===== src/rtl/divider_10b.sv =====
// divider_10b: sequential unsigned Q4.6 restoring divider, one quotient bit per clock.
// Optional feature macro: DIVIDER_ROUND_EN (adds a guard-bit iteration and rounds half-up).
module divider_10b (
   input  logic [9:0] A,
   input  logic [9:0] B,
   output logic [9:0] Q,
   input  logic       reset,
   input  logic       start,
   input  logic       clock,
   output logic       busy,
   output logic       dvz,
   output logic       ovf,
   output logic       valid
);

   localparam int unsigned W     = 10;
`ifdef DIVIDER_ROUND_EN
   localparam int unsigned NITER = 17;
`else
   localparam int unsigned NITER = 16;
`endif
   localparam int unsigned CNT_W = 5;

   typedef enum logic [1:0] {S_IDLE, S_CALC, S_DONE} state_t;

   state_t           r_state, w_state;
   logic [NITER-1:0] r_dvd,   w_dvd;
   logic [W-1:0]     r_div,   w_div;
   logic [W:0]       r_rem,   w_rem;
   logic [NITER-1:0] r_quo,   w_quo;
   logic [CNT_W-1:0] r_cnt,   w_cnt;
   logic             r_wait,  w_wait;
   logic [W-1:0]     r_q,     w_q;
   logic             r_busy,  w_busy;
   logic             r_dvz,   w_dvz;
   logic             r_ovf,   w_ovf;
   logic             r_valid, w_valid;

   logic [W:0]       w_rem_sh;
   logic             w_ge;
   logic [W:0]       w_rem_sub;
   logic [NITER-1:0] w_res;
   logic             w_res_ovf;

   // One restoring step: shift in next dividend bit, trial-subtract the divisor.
   assign w_rem_sh  = (W+1)'({r_rem, r_dvd[NITER-1]});
   assign w_ge      = (w_rem_sh >= {1'b0, r_div});
   assign w_rem_sub = w_rem_sh - {1'b0, r_div};

   // Final quotient: guard bit rounds half-up when rounding is built in.
`ifdef DIVIDER_ROUND_EN
   assign w_res = {1'b0, r_quo[NITER-1:1]} + NITER'(r_quo[0]);
`else
   assign w_res = r_quo;
`endif
   assign w_res_ovf = |w_res[NITER-1:W];

   // Next-state, datapath and registered-output update.
   always_comb begin
      w_state = r_state;
      w_dvd   = r_dvd;
      w_div   = r_div;
      w_rem   = r_rem;
      w_quo   = r_quo;
      w_cnt   = r_cnt;
      w_wait  = r_wait;
      w_q     = r_q;
      w_busy  = r_busy;
      w_dvz   = r_dvz;
      w_ovf   = r_ovf;
      w_valid = r_valid;
      case (r_state)
         S_IDLE: begin
            if (start) begin
               w_dvd   = {A, {(NITER-W){1'b0}}};
               w_div   = B;
               w_rem   = '0;
               w_quo   = '0;
               w_cnt   = '0;
               w_busy  = 1'b1;
               w_dvz   = 1'b0;
               w_ovf   = 1'b0;
               w_valid = 1'b0;
               if (B == '0) begin
                  // Zero divisor skips the iterations but still dwells one extra DONE cycle.
                  w_state = S_DONE;
                  w_wait  = 1'b1;
               end else begin
                  w_state = S_CALC;
                  w_wait  = 1'b0;
               end
            end
         end
         S_CALC: begin
            w_rem = w_ge ? w_rem_sub : w_rem_sh;
            w_quo = {r_quo[NITER-2:0], w_ge};
            w_dvd = {r_dvd[NITER-2:0], 1'b0};
            w_cnt = r_cnt + CNT_W'(1);
            if (r_cnt == CNT_W'(NITER-1)) begin
               w_state = S_DONE;
            end
         end
         S_DONE: begin
            if (r_wait) begin
               w_wait = 1'b0;
            end else begin
               w_state = S_IDLE;
               w_busy  = 1'b0;
               if (r_div == '0) begin
                  w_dvz = 1'b1;
                  w_q   = '0;
               end else if (w_res_ovf) begin
                  w_ovf = 1'b1;
                  w_q   = {W{1'b1}};
               end else begin
                  w_valid = 1'b1;
                  w_q     = w_res[W-1:0];
               end
            end
         end
         default: w_state = S_IDLE;
      endcase
   end

   // State and output registers; reset forces IDLE and clears everything.
   always_ff @(posedge clock or negedge reset) begin
      if (!reset) begin
         r_state <= S_IDLE;
         r_dvd   <= '0;
         r_div   <= '0;
         r_rem   <= '0;
         r_quo   <= '0;
         r_cnt   <= '0;
         r_wait  <= 1'b0;
         r_q     <= '0;
         r_busy  <= 1'b0;
         r_dvz   <= 1'b0;
         r_ovf   <= 1'b0;
         r_valid <= 1'b0;
      end else begin
         r_state <= w_state;
         r_dvd   <= w_dvd;
         r_div   <= w_div;
         r_rem   <= w_rem;
         r_quo   <= w_quo;
         r_cnt   <= w_cnt;
         r_wait  <= w_wait;
         r_q     <= w_q;
         r_busy  <= w_busy;
         r_dvz   <= w_dvz;
         r_ovf   <= w_ovf;
         r_valid <= w_valid;
      end
   end

   assign Q     = r_q;
   assign busy  = r_busy;
   assign dvz   = r_dvz;
   assign ovf   = r_ovf;
   assign valid = r_valid;

endmodule


===== config.mk =====
export PLATFORM = sky130hd
export DESIGN_NAME = divider_10b
export DESIGN_NICKNAME = d
export VERILOG_FILES = /design/src/rtl/divider_10b.sv
export SDC_FILE = /design/constraint.sdc
export NUM_CORES = 1
export LEC_CHECK = 0
export ABC_AREA = 1
export BUFFER_PORTS_ARGS = -buffer_cell sky130_fd_sc_hd__buf_2
export CELL_PAD_IN_SITES_DETAIL_PLACEMENT = 0
export CELL_PAD_IN_SITES_GLOBAL_PLACEMENT = 1
export CORE_MARGIN = 4
export CORE_UTILIZATION = 29
export CTS_CLUSTER_DIAMETER = 150
export DETAILED_ROUTE_END_ITERATION = 12
export MAX_ROUTING_LAYER = met4
export PLACE_DENSITY_LB_ADDON = 0.1
export REMOVE_ABC_BUFFERS = 1
export SYNTH_ARGS = -nofsm -noshare
export SYNTH_HDL_FRONTEND = slang
export SYNTH_SLANG_ARGS = --single-unit

===== constraint.sdc =====
create_clock -name clock -period 4.54 [get_ports clock]
set_clock_uncertainty 0.15 [all_clocks]
set_input_delay 1.362 -clock clock [delete_from_list [all_inputs] [get_ports clock]]
set_output_delay 1.362 -clock clock [all_outputs]
set_load 0.05 [all_outputs]

==> results.json, run 1 <==
{
  "synth_area_leaders": "dfrtp_1 (47%), nand2_1 (10%), inv_1 (7.9%)",
  "fin_crit_ns": 2.88,
  "drtPass1Iterations": 6,
  "timing.rr.end": "r_quo[0]",
  "reg2reg_slack_ns": 1.96,
  "route.detailed.drc": 0,
  "design.core.area_um2": 12100,
  "max-slew-margin-rel_pct": 39.7,
  "hold_viol": 0,
  "syn_area_per_cell_um2": 8.05,
  "die_h_um": 120,
  "die-width_um": 120,
  "detail_route.wl_per_cell_um": 13.2,
  "yosys.area_share.xor_xnor_pct": 0.965,
  "dp_hpwl_um": 6160,
  "final_util_pct": 34.8,
  "cts_resized": 0,
  "cts_buffer_depth": 2,
  "io_buffer_count": 36,
  "synth_fa_ha_area_share_pct": 4.68,
  "seq_area_frac_synth_pct": 46.8,
  "whs_endpoint": "dvz",
  "die_area_um2": 14400,
  "synth_top_area_cell": "dfrtp_1",
  "worst_pin_slew_ns": 0.905,
  "maxCapViolCount": 0,
  "drtAntennaViolNets": 0,
  "holdWs_ns": 0.329,
  "min_from": "dvz",
  "synth_top_area_share_pct": 46.8,
  "synth_top_family_by_area": "simple AND/OR/NAND/NOR gates",
  "ctsHoldBuffers": 0,
  "setup.worst_path.end_class": "register",
  "antenna_found_initial": 0,
  "synth.area.mux_share_pct": 0,
  "syn_to_final_growth_pct": 16.1,
  "worstPathMaxFanout": 38,
  "grt_pass1_vias": 2897,
  "hold_path_class": "reg -> reg",
  "worst-setup-path-type": "in -> reg",
  "ys_warn_count": 0,
  "routabilityCongestion": 0.782,
  "final-max-slew-violation-count": 0,
  "nets": 519,
  "cp_data_required_time_ns": 4.61,
  "path_clk_slew_ns": 0.05,
  "overflow": 0,
  "synthSimpleGateAreaFrac_pct": 24.4,
  "drive_gt1_share_pct": 16.4,
  "ys_ff_latch": 68,
  "fin_crit_sh_pct": 63.5,
  "start_util_pct": 30.0,
  "drt_iter0_markers": 153,
  "synth_area_um2": 3630,
  "cp.arrival_ns": 2.95,
  "cts_tree": "done",
  "hold_path_depth": 1,
  "clockRootBuffer": "clkbuf_16",
  "timing.fmax_ghz": 0.347,
  "synth-compound-area-share_pct": 11.6,
  "cts_num_sinks": 68,
  "num_vias": 2914,
  "cts_max_level": 3,
  "tns_ns": 0,
  "rsz0062_at_grt": "false",
  "synth_cell_type_count": 36,
  "grt_pass1_wl_um": 14500,
  "setup_viol": 0,
  "ioPinCount": 37,
  "num_rows": 40,
  "status": "finished, final reports clean",
  "clkLatencyLatePin_ns": 0.33,
  "diodes": 0,
  "post_cts_buffers": 0,
  "grt_max_degree": 69,
  "r2r_cells": 6,
  "synth_cells": 451,
  "reg2reg_from": "r_rem[1]",
  "routed_wl_um": 8630,
  "vias_per_cell": 4.44,
  "cts_buffers": 9,
  "startpoint_type": "input port",
  "grt_usage_pct": 13.1
}
-- cell type report --
class / instances / area, um^2
flip-flops and latches: 68 / 1700
inverters: 84 / 315
clock buffers: 11 / 233
repair buffers: 38 / 195
well taps: 168 / 210
clock inverters: 5 / 52.6
multi-input cells: 282 / 1510
fillers: 1312 / 7890
-- how the worst max path moves through the flow --
stage          slack, ns        to   from
6_report            1.66  r_quo[0]  start
5_1_grt             1.51  r_quo[0]  start
4_1_cts             1.66  r_quo[0]  start
3_5_place_dp        1.31  r_quo[0]  start
3_3_place_gp        1.33  r_quo[0]  start
2_1_floorplan       1.84  r_quo[0]  start
-- cell usage after synthesis (all sizes together) --
cell,number
fa,1
nand3,28
nand3b,3
nand2,112
a22oi,1
xnor2,2
clkinv,1
clkbuf,4
ha,12
xor2,2
nor2,30
and2,1
nor3,2
o22ai,15
nand4,15
dfrtp,68
inv,83
o21a,2
buf,13
or2,2
a22o,2
o211ai,9
a21oi,9
o21ai,34
-- flip-flops by register name, summed over array words and instances, names as in the netlist, 2 cells and up --
signal	flops
r_quo	16
r_rem	10
r_dvd	10
r_state	2
r_cnt	5
Q	10
r_div	10
-- cell usage in the layout (no fill, tap or decap), types with 3 or more instances in the layout --
| master | synthesis | routed |
|---|---|---|
| dfrtp_1 | 68 | 68 |
| inv_1 | 76 | 76 |
| nand2_1 | 100 | 100 |
| o22ai_1 | 15 | 15 |
| nand3_2 | 3 | 3 |
| nand3_1 | 25 | 25 |
| o211ai_1 | 9 | 9 |
| ha_1 | 12 | 12 |
| nand3b_1 | 3 | 3 |
| buf_2 | 9 | 36 |
| clkbuf_16 | 0 | 9 |
| clkinv_2 | 0 | 3 |
| o21ai_0 | 21 | 21 |
| inv_2 | 7 | 7 |
| a21oi_1 | 8 | 8 |
| o21ai_1 | 13 | 13 |
| nor2_2 | 3 | 3 |
| nor2_1 | 26 | 26 |
| nand2_2 | 12 | 12 |
| nand4_1 | 14 | 14 |
-- routing by layer --
layer / track usage [%] / up-vias / routed length, um
li1: - / 1513 / -
met1: 18.7 / 1333 / 4660
met2: 18.2 / 60 / 3550
met3: 3.77 / 8 / 340
met4: 3.22 / 0 / 91
met5: - / - / 0
-- worst max-delay path: stages --
cell     delay (ns)
buf_2          0.09
nand2_2        0.27
nand2_2        0.64
inv_2          0.28
a22o_1         0.29
-- stage by stage --
| step | worst slack, ns | area, um^2 | instances |
|---|---|---|---|
| after floorplan | 1.84 | 3530 | 434 |
| after global placement | 1.33 | 3930 | 640 |
| after detailed placement | 1.31 | 3930 | 640 |
| after CTS | 1.66 | 4220 | 656 |
| after global routing | 1.51 | 4220 | 656 |
| final | 1.66 | 4220 | 656 |
-- kinds of logic (layout without fill, tap and decap cells) --
group / Yosys count / count (layout)
AND/OR/NAND/NOR: 193 / 193
buffers and inverters: 101 / 138
AO/OA/AOI/OAI: 72 / 72
flip-flops: 68 / 68
adder cells (fa/ha/maj): 13 / 13
XOR/XNOR: 4 / 4
Power of run 1 is not shown: default switching activity piles up to over one toggle a cycle in this logic, so the estimate is an artifact.
==> run 2: changes to the inputs <==
==> constraint.sdc (replaced) <==
create_clock -name clock -period 2.6 [get_ports clock]
set_clock_uncertainty 0.15 [all_clocks]
set_input_delay 0.78 -clock clock [delete_from_list [all_inputs] [get_ports clock]]
set_output_delay 0.78 -clock clock [all_outputs]
set_load 0.05 [all_outputs]
==> run 2 against run 1 <==
Effect of this change: setup slack got worse by 1.3 ns; first-iteration DRC count fell by 12%; die area did not move; sequential share of layout area fell by 0.69 points; flip-flop and latch count did not move; via count rose by 1.6%; global-route usage rose by 0.68 points; wire length rose by 4.0%; non-clock buffer count rose by 6; count of clock-buffer cells in the layout did not move; hold slack got worse by 0.11 ns; critical path type is now reg -> reg; largest cell class unchanged.
==> results.json, run 2 (synthesis results as in run 1) <==
{
  "cts_num_sinks": 68,
  "die_h_um": 120,
  "final_cell_mix": "nand2_1 (100), inv_1 (76), dfrtp_1 (68), buf_2 (36), nor2_1 (26)",
  "grt_use_met3_pct": 4.24,
  "clkLatencyLatePin_ns": 0.34,
  "cp_cell_sequence": "inv_1 -> ha_1 -> nand2_1 -> nand3_1 -> nand2_1 -> nand4_2 -> nand3_2 -> nand3_1 -> nand2_1",
  "nFillCells": 1348,
  "die_area_um2": 14400,
  "overflow": 0,
  "drtPass1Iterations": 4,
  "post_cts_buffers": 0,
  "hold_path_class": "in -> async",
  "diodes": 0,
  "fin_crit_sh_pct": 84.8,
  "tns_ns": 0,
  "regMostFlops": "r_quo",
  "worst_pin_slew_ns": 0.521,
  "grt_pass1_wl_um": 15000,
  "routabilityCongestion": 0.850,
  "num_rows": 40,
  "final-max-slew-violation-count": 0,
  "cp.arrival_ns": 2.33,
  "reg2reg_slack_ns": 0.39,
  "nets": 525,
  "multi_input_area_um2": 1510,
  "io_buffer_count": 36,
  "cpMostUsedCell": "nand2_1",
  "largest_reg_flops": 16,
  "syn_to_final_growth_pct": 18.2,
  "cts_resized": 0,
  "cts_max_level": 3,
  "hold_viol": 0,
  "rsz0062_at_grt": "false",
  "design.core.area_um2": 12100,
  "timing.fmax_ghz": 0.453,
  "setup_viol": 0,
  "routed_wl_um": 8980,
  "maxCapViolCount": 0,
  "dp_hpwl_um": 6580,
  "drtAntennaViolNets": 0,
  "use_met2_pct": 19.5,
  "grtUsageMet1_pct": 18.8,
  "grt_pass1_vias": 2915,
  "cts_buffer_depth": 2,
  "worstPathMaxFanout": 11,
  "max_stage_delay_ns": 0.39,
  "setup.worst_path.end_class": "register",
  "worst-setup-path-type": "reg -> reg",
  "status": "finished, final reports clean",
  "cts_buffers": 9,
  "grt_max_degree": 41,
  "seqCellArea_um2": 1700,
  "vias_per_cell": 4.48,
  "detail_route.wl_per_cell_um": 13.6,
  "ioPinCount": 37,
  "ctsHoldBuffers": 0,
  "busiest_layer": "met2",
  "max-slew-margin-rel_pct": 65.1,
  "startpoint_type": "register",
  "layout_commonest_cell": "nand2_1",
  "worst-path-buf-inv": 1,
  "critPathSlowestCell": "nand4_2",
  "start_util_pct": 30.0,
  "route.detailed.drc": 0,
  "grt_usage_pct": 13.8,
  "antenna_found_initial": 0,
  "cts_tree": "done",
  "drt_iter0_markers": 135,
  "clockRootBuffer": "clkbuf_16",
  "fin_crit_ns": 2.21,
  "cpLargestDelayFamily": "simple AND/OR/NAND/NOR gates",
  "num_vias": 2960,
  "path_clk_slew_ns": 0.05,
  "cp_data_required_time_ns": 2.72,
  "die-width_um": 120,
  "drive_gt1_share_pct": 17.6
}
[run 2: worst paths after layout]
check,startpoint,endpoint,cells past startpoint
min,reset,r_rem[9],1
min in group clock,busy,busy,2
max in group asynchronous,reset,r_rem[0],2
max reg2reg,r_div[2],r_rem[7],9
min reg2reg,busy,busy,2
max,r_div[2],r_rem[7],9
[run 2: cell type report]
class / count / area share, %
multi-input cells: 282 / 35.2
clock inverters: 4 / 1.14
well taps: 168 / 4.90
flip-flops and latches: 68 / 39.7
inverters: 84 / 7.35
clock buffers: 11 / 5.89
repair buffers: 44 / 5.89
[run 2: worst register-to-register path, cell delays in order, from the launching register on]
cell and delay [ns]:
dfrtp_1 0.34, inv_1 0.06, ha_1 0.36, nand2_1 0.11, nand3_1 0.19, nand2_1 0.16
nand4_2 0.40, nand3_2 0.22, nand3_1 0.10, nand2_1 0.07
[run 2: per-stage QoR]
step | instance area (um^2) | worst slack, ns | cells | util [%] | hold WS (ns)
after floorplan | 3530 | 0.419 | 434 | - | 0.303
after global placement | 3990 | 0.397 | 646 | 32.9 | 0.302
after detailed placement | 3990 | 0.385 | 646 | 32.9 | 0.304
after CTS | 4290 | 0.371 | 661 | 35.4 | 0.224
after global routing | 4290 | 0.127 | 661 | 35.4 | 0.236
final | 4290 | 0.394 | 661 | 35.4 | 0.216
[run 2: per-layer routing]
| metal | share of wire [%] | vias up |
|---|---|---|
| met1 | 52 | 1384 |
| li1 | - | 1521 |
| met3 | 3.9 | 11 |
| met2 | 43 | 44 |
| met4 | 1.4 | 0 |
| met5 | 0 | - |
Power of run 2 is left out for the same reason.
